<file path="config.mk">
export PLATFORM = sky130hd
export DESIGN_NAME = x_dl_capture_ctrl
export DESIGN_NICKNAME = d
export VERILOG_FILES = /design/src/rtl/x_dl_pkg.sv /design/src/rtl/x_dl_edge_find.sv /design/src/rtl/x_dl_capture_ctrl.sv
export SDC_FILE = /design/constraint.sdc
export NUM_CORES = 1
export LEC_CHECK = 0
export CAP_MARGIN = 25
export CORE_ASPECT_RATIO = 0.8
export CORE_MARGIN = 5
export CORE_UTILIZATION = 52
export CTS_CLUSTER_DIAMETER = 60
export CTS_CLUSTER_SIZE = 28
export DETAILED_ROUTE_END_ITERATION = 10
export HOLD_SLACK_MARGIN = 0.15
export PLACE_DENSITY_LB_ADDON = 0.2
export SLEW_MARGIN = 40
export SYNTH_ARGS = -nofsm -noshare
export SYNTH_HDL_FRONTEND = slang
export SYNTH_SLANG_ARGS = --single-unit
</file>
<file path="constraint.sdc">
create_clock -name i_clk -period 6.25 [get_ports i_clk]
set_clock_uncertainty 0.2 [all_clocks]
set_input_delay 1.5625 -clock i_clk [delete_from_list [all_inputs] [get_ports i_clk]]
set_output_delay 1.5625 -clock i_clk [all_outputs]
set_load 0.03 [all_outputs]
</file>
<file path="src/rtl/x_dl_pkg.sv">
// x_dl_pkg: shared types and constants for the delay-line capture controller.
//   t_cap_state   : capture sequencer states
//   DL_WIDTH      : delay-line snapshot width
//   EDGE_W        : edge-index width (0..256)
//   EDGE_NONE     : edge index reported when the snapshot has no transition
//   RESULT_TAG    : tag byte placed at the top of a statistics result
//   RES_*_LSB     : field offsets inside the packed 256-bit result word
//   pack_result() : assembles the statistics result word
package x_dl_pkg;

    typedef enum logic [2:0] {
        ST_IDLE   = 3'd0,
        ST_WAIT   = 3'd1,
        ST_SAMPLE = 3'd2,
        ST_ACCUM  = 3'd3,
        ST_DONE   = 3'd4
    } t_cap_state;

    localparam int          DL_WIDTH   = 256;
    localparam int          EDGE_W     = 9;
    localparam logic [8:0]  EDGE_NONE  = 9'd256;
    localparam logic [8:0]  MIN_INIT   = 9'h1FF;
    localparam logic [7:0]  RESULT_TAG = 8'hA5;
    localparam int          SUM_W      = 24;
    localparam int          CNT_W      = 16;
    localparam int          IVL_W      = 20;

    localparam int RES_MIN_LSB  = 0;
    localparam int RES_MAX_LSB  = 16;
    localparam int RES_SUM_LSB  = 32;
    localparam int RES_CNT_LSB  = 64;
    localparam int RES_MISS_LSB = 80;
    localparam int RES_TAG_LSB  = 248;

    function automatic logic [DL_WIDTH-1:0] pack_result(
        input logic [EDGE_W-1:0] min_v,
        input logic [EDGE_W-1:0] max_v,
        input logic [SUM_W-1:0]  sum_v,
        input logic [CNT_W-1:0]  count_v,
        input logic [CNT_W-1:0]  miss_v
    );
        logic [DL_WIDTH-1:0] w;
        w = '0;
        w[RES_MIN_LSB  +: EDGE_W] = min_v;
        w[RES_MAX_LSB  +: EDGE_W] = max_v;
        w[RES_SUM_LSB  +: SUM_W]  = sum_v;
        w[RES_CNT_LSB  +: CNT_W]  = count_v;
        w[RES_MISS_LSB +: CNT_W]  = miss_v;
        w[RES_TAG_LSB  +: 8]      = RESULT_TAG;
        return w;
    endfunction

endpackage

</file>
<file path="src/rtl/x_dl_edge_find.sv">
// x_dl_edge_find: combinational thermometer-edge locator.
//   data_i [255:0] : delay-line snapshot
//   edge_o [8:0]   : smallest index i in 1..255 with data_i[i] != data_i[0],
//                    or 256 when every bit equals bit 0
module x_dl_edge_find
    import x_dl_pkg::*;
(
    input  logic [DL_WIDTH-1:0] data_i,
    output logic [EDGE_W-1:0]   edge_o
);

    // Bit i differs from the reference bit 0; polarity of the line does not matter.
    logic [DL_WIDTH-1:1] diff;

    generate
        for (genvar gi = 1; gi < DL_WIDTH; gi++) begin : g_diff
            assign diff[gi] = data_i[gi] ^ data_i[0];
        end
    endgenerate

    // Scan from the top down so the lowest differing bit wins.
    always_comb begin
        edge_o = EDGE_NONE;
        for (int i = DL_WIDTH - 1; i >= 1; i--) begin
            if (diff[i]) begin
                edge_o = EDGE_W'(i);
            end
        end
    end

endmodule

</file>
<file path="src/rtl/x_dl_capture_ctrl.sv">
// x_dl_capture_ctrl: sequences calibration captures of the delay-line snapshot
// and reports min/max/sum/count/miss edge statistics as one 256-bit word.
//   i_clk    : system clock (also the delay-line sample clock)
//   i_nrst   : synchronous active-low reset
//   i_start  : single-cycle run request, honoured only in IDLE
//   i_data   : registered delay-line snapshot
//   o_busy   : high from run accept until the result handshake completes
//   o_valid  : result word available
//   i_ready  : consumer accepts the result with o_valid
//   o_result : packed statistics word (or raw snapshot on a raw run)
// Optional build macro X_DL_CAP_RAW_EN adds i_raw: a run started with i_raw=1
// takes one snapshot after one WAIT period and returns it unmodified.
module x_dl_capture_ctrl
    import x_dl_pkg::*;
#(
    parameter int p_width    = 256,
    parameter int p_samples  = 64,
    parameter int p_interval = 1000
) (
    input  logic               i_clk,
    input  logic               i_nrst,
    input  logic               i_start,
`ifdef X_DL_CAP_RAW_EN
    input  logic               i_raw,
`endif
    input  logic [p_width-1:0] i_data,
    output logic               o_busy,
    output logic               o_valid,
    input  logic               i_ready,
    output logic [p_width-1:0] o_result
);

    localparam logic [CNT_W-1:0] SAMPLES_N   = CNT_W'(p_samples);
    localparam logic [IVL_W-1:0] INTERVAL_M1 = IVL_W'(p_interval - 1);

    t_cap_state         state_q, state_d;
    logic [IVL_W-1:0]   ivl_q,   ivl_d;
    logic [CNT_W-1:0]   count_q, count_d;
    logic [CNT_W-1:0]   miss_q,  miss_d;
    logic [SUM_W-1:0]   sum_q,   sum_d;
    logic [EDGE_W-1:0]  min_q,   min_d;
    logic [EDGE_W-1:0]  max_q,   max_d;
    logic [p_width-1:0] cap_q,   cap_d;
    logic [EDGE_W-1:0]  edge_idx;
    logic               raw_run;
`ifdef X_DL_CAP_RAW_EN
    logic               raw_q,   raw_d;
    assign raw_run = raw_q;
`else
    assign raw_run = 1'b0;
`endif

    x_dl_edge_find u_edge_find (
        .data_i (cap_q),
        .edge_o (edge_idx)
    );

    // State and datapath registers.
    always_ff @(posedge i_clk) begin
        if (!i_nrst) begin
            state_q <= ST_IDLE;
            ivl_q   <= '0;
            count_q <= '0;
            miss_q  <= '0;
            sum_q   <= '0;
            min_q   <= MIN_INIT;
            max_q   <= '0;
            cap_q   <= '0;
`ifdef X_DL_CAP_RAW_EN
            raw_q   <= 1'b0;
`endif
        end else begin
            state_q <= state_d;
            ivl_q   <= ivl_d;
            count_q <= count_d;
            miss_q  <= miss_d;
            sum_q   <= sum_d;
            min_q   <= min_d;
            max_q   <= max_d;
            cap_q   <= cap_d;
`ifdef X_DL_CAP_RAW_EN
            raw_q   <= raw_d;
`endif
        end
    end

    // Next-state and datapath updates.
    always_comb begin
        state_d = state_q;
        ivl_d   = ivl_q;
        count_d = count_q;
        miss_d  = miss_q;
        sum_d   = sum_q;
        min_d   = min_q;
        max_d   = max_q;
        cap_d   = cap_q;
`ifdef X_DL_CAP_RAW_EN
        raw_d   = raw_q;
`endif
        case (state_q)
            ST_IDLE: begin
                if (i_start) begin
                    state_d = ST_WAIT;
                    ivl_d   = INTERVAL_M1;
                    count_d = '0;
                    miss_d  = '0;
                    sum_d   = '0;
                    min_d   = MIN_INIT;
                    max_d   = '0;
`ifdef X_DL_CAP_RAW_EN
                    raw_d   = i_raw;
`endif
                end
            end
            ST_WAIT: begin
                // Loaded with p_interval-1, so WAIT lasts exactly p_interval cycles.
                if (ivl_q == '0) begin
                    state_d = ST_SAMPLE;
                end else begin
                    ivl_d = ivl_q - 1'b1;
                end
            end
            ST_SAMPLE: begin
                cap_d   = i_data;
                state_d = raw_run ? ST_DONE : ST_ACCUM;
            end
            ST_ACCUM: begin
                if (edge_idx == EDGE_NONE) begin
                    miss_d = miss_q + 1'b1;
                end else begin
                    sum_d = sum_q + SUM_W'(edge_idx);
                    if (edge_idx < min_q) begin
                        min_d = edge_idx;
                    end
                    if (edge_idx > max_q) begin
                        max_d = edge_idx;
                    end
                end
                count_d = count_q + 1'b1;
                if (count_d == SAMPLES_N) begin
                    state_d = ST_DONE;
                end else begin
                    state_d = ST_WAIT;
                    ivl_d   = INTERVAL_M1;
                end
            end
            ST_DONE: begin
                // i_start is deliberately not looked at here: a new run needs
                // a fresh pulse once back in IDLE.
                if (i_ready) begin
                    state_d = ST_IDLE;
                end
            end
            default: begin
                state_d = ST_IDLE;
            end
        endcase
    end

    // Outputs decoded from the current state; the result is zero outside DONE.
    always_comb begin
        o_busy   = (state_q != ST_IDLE);
        o_valid  = (state_q == ST_DONE);
        o_result = '0;
        if (state_q == ST_DONE) begin
            if (raw_run) begin
                o_result = cap_q;
            end else begin
                o_result = pack_result(min_q, max_q, sum_q, count_q, miss_q);
            end
        end
    end

endmodule

</file>
==> impl_metrics.py <==
metrics = {
    "power": {
        "p_int_uw": 4320,
        "clock_power_share_pct": 26.8,
        "comb_power_share_pct": 37.3,
        "seqPwrFrac_pct": 36.0,
        "p_sw_uw": 2840,
        "leakagePower_uw": 0.0101,
        "p_per_area_mw_per_mm2": 264,
        "irDropWorstVdd_uv": 221,
        "p_sw_share_pct": 39.7,
    },
    "drt": {
        "drt-vias-per-instance": 5.81,
        "drt_iter0_markers": 2438,
        "drc": 0,
        "drtPass1Iterations": 6,
        "ant_nets": 0,
        "drt_wl_total_mm": 71.3,
        "wl_per_cell_um": 17.3,
        "num_vias": 24000,
    },
    "timing": {
        "rsz0062_at_grt": "no",
        "setup-tns-final_ps": 0,
        "worst_hold_slack_ps": 287,
        "period_needed_ps": 5880,
        "fin_crit_sh_pct": 94.1,
        "setup_violations": 0,
        "drv_slew": 0,
        "hold_viol_final": 0,
        "fmax_ghz": 0.170,
        "worstMarginPinSlew_ps": 775,
        "timing.final.ws_setup_ps": 370,
        "maxSlewHeadroom_pct": 48.3,
    },
    "synthesis": {
        "yosys.area.top_type": "dfxtp_1",
        "synth_top_flop_cell": "dfxtp_1",
        "synth-seq-area-share_pct": 30.3,
        "synth_cell_type_count": 90,
        "syn_area_mm2": 0.0233,
        "ys_ff_latch": 353,
        "synth-async-reset-ratio_pct": 0,
        "netlist_instances": 3338,
        "avgSynthCellArea_um2": 6.98,
        "synthTopCellsByArea": "dfxtp_1 30%, nand2_1 11%, a21oi_1 8.5%, buf_4 6.2%, nor2_1 3.1%",
        "yosysWarningCount": 0,
        "synth_enable_flop_cells": 0,
        "yosysTopAreaCellShare_pct": 30.3,
    },
    "grt": {
        "first_global_vias": 21300,
        "grt-ovfl-total": 0,
        "grt_pass1_wl_mm": 111,
        "grt_max_degree": 185,
        "track_usage_pct": 26.7,
        "antenna_found_initial": 1,
    },
    "final_layout": {
        "n_fill_cell": 4116,
        "final_common_cell": "nand2_1",
        "final_cell_mix": "708 x nand2_1, 396 x a21oi_1, 352 x dfxtp_1",
        "synthToLayoutAreaGrowth_pct": 16.4,
        "layout-drive-gt1-share_pct": 3.91,
        "fin_nets": 3794,
        "fin_cells": 4131,
        "utilization_pct": 61.1,
    },
    "floorplanning": {
        "fp.dieW_um": 247,
        "io_pins": 518,
        "rows": 69,
        "fp.dieArea_mm2": 0.0492,
        "die_h_um": 199,
        "start_util_pct": 52.5,
        "fp.coreArea_mm2": 0.0444,
    },
    "placement": {
        "port_buffers": 339,
        "post-place-ws_ps": 286,
        "dpl.hpwl_mm": 54.0,
        "dp_cells": 4077,
        "gp_congestion": 0.948,
    },
    "setup_path": {
        "crit_arrival_ps": 6150,
        "cp_slowest_cell": "or4_1",
        "critical_path.startpoint_type": "register",
        "worst-setup-path-type": "reg2reg",
        "worst_setup_path_end_kind": "register",
        "slowest_delay_ps": 530,
        "crit_chain": "buf_16 > or4_1 > nand2_1 > o311ai_0 > nor3_1 > o2111ai_1 > nor4_1 > o211ai_1 > a21boi_1 > inv_1 > ha_1 > fa_1 > a21o_1 > a21oi_1 > o21bai_1 > a21oi_1 > o21ai_0 > o211a_1 > o2111ai_2 > xor2_1 > nor2_1",
        "crit_top_cell": "a21oi_1",
        "crit_fanout": 31,
        "required_ps": 6520,
    },
    "clocking": {
        "postCtsHoldBufs": 0,
        "cts_buffers": 27,
        "htree_levels": 1,
        "path_clk_slew_ps": 90,
        "cts_root_buf": "clkbuf_16",
        "clock_sinks": 353,
        "tritoncts": "yes",
        "clockBufferDepth": 3,
        "clkLatencyLatePin_ps": 590,
    },
    "worst_hold_path": {
        "hold_class": "reg2reg",
    },
    "run_status": {
        "status": "finished clean",
    },
    "run": {
        "cap_violations": 0,
    },
}
[critical path, delay by kind of cell (launching register included)]
kind | cells | cell delay (ps)
adder cells (fa/ha/maj) | 2 | 670
AO/OA/AOI/OAI | 11 | 2370
AND/OR/NAND/NOR | 5 | 1450
buffers and inverters | 2 | 320
XOR/XNOR | 1 | 250
flip-flops | 1 | 490
[per-layer routing]
metal  vias up  share of wire (%)  track usage, %
met4         0                2.8            7.19
met5         -                  0               0
met2       904                 45            42.5
met1     11300                 45            38.8
li1      11700                  -               -
met3       113                7.2            2.90
[per-stage QoR]
step | instance area [µm²] | power [µW]
floorplan | 24000 | 4510
global placement | 26100 | 5160
detailed placement | 26100 | 5230
CTS | 27100 | 7140
global route | 27100 | 7550
finish | 27100 | 7160
[logic make-up (layout without fill, tap and decap cells)]
| family | Yosys count | after routing | synth area share, % |
|---|---|---|---|
| multiplexers | 16 | 16 | 0.725 |
| buffers and inverters | 497 | 507 | 11.4 |
| AO/OA/AOI/OAI | 856 | 856 | 22.8 |
| other | 1 | 181 | 0.0161 |
| AND/OR/NAND/NOR | 1537 | 1537 | 31.4 |
| adder cells (fa/ha/maj) | 30 | 30 | 1.64 |
| flip-flops | 353 | 353 | 30.3 |
| XOR/XNOR | 48 | 48 | 1.80 |
[registers in the layout (all words and copies together), names as in the netlist]
signal and cells:
count_q 16, ivl_q 20, min_q 9, cap_q 256, miss_q 16, max_q 9, sum_q 24, state_q 3
[cells in the mapped netlist, drive strengths merged (7+ instances only)]
cell	number
and4	12
nor2b	25
ha	29
o21a	18
a2111oi	10
o32ai	21
or4	35
a41oi	7
a22o	7
nor2	190
xnor2	27
nand2	709
o22a	10
nand2b	16
a31oi	31
a2bb2oi	9
buf	238
o22ai	43
dfxtp	353
and3	40
a21oi	397
nand3	128
nor3	88
a2bb2o	12
a21boi	8
and2	94
mux2i	9
a311oi	10
inv	96
or3	54
a21o	15
xor2	21
o31ai	16
nand4	57
o211ai	18
mux2	7
a22oi	8
or2	32
nor4	36
o2111ai	10
clkbuf	163
o21ai	129
a211oi	18
[timing repair]
| item | CTS | global route |
|---|---|---|
| endpoints found under the setup margin | 0 | 5 |
| resized for setup | 0 | 1 |
| setup buffers | 0 | 1 |
[power by group through the flow]
stage                     Sequential (µW)  Clock, µW  Combinational, µW
after detailed placement             2630          0               2600
final                                2580       1920               2670
after CTS                            2570       1950               2620
after floorplan                      2520          0               1990
after global routing                 2600       2030               2920
after global placement               2610          0               2550
[path summary, 6_finish.rpt]
check                           cells past startpoint                   from                      to  slack, ps
worst min register to register                      2  sum_q[4]$_SDFFE_PN0P_   sum_q[4]$_SDFFE_PN0P_        290
worst max-delay path                               21  cap_q[0]$_SDFFE_PN0P_  sum_q[16]$_SDFFE_PN0P_        370
worst max register to register                     21  cap_q[0]$_SDFFE_PN0P_  sum_q[16]$_SDFFE_PN0P_        370
worst min-delay path                                2  sum_q[4]$_SDFFE_PN0P_   sum_q[4]$_SDFFE_PN0P_        290
[cell type report]
cell class | instances | area (µm²) | share of cell area [%]
antenna | 3 | 7.51 | 0.0277
clock buffer | 29 | 693 | 2.55
clock inverter | 21 | 293 | 1.08
inverter | 96 | 368 | 1.36
multi-input combinational | 2665 | 14300 | 52.7
sequential | 353 | 7070 | 26.1
tap | 603 | 754 | 2.78
timing repair buffer | 361 | 3660 | 13.5
Power figures use the tool's default switching activity.
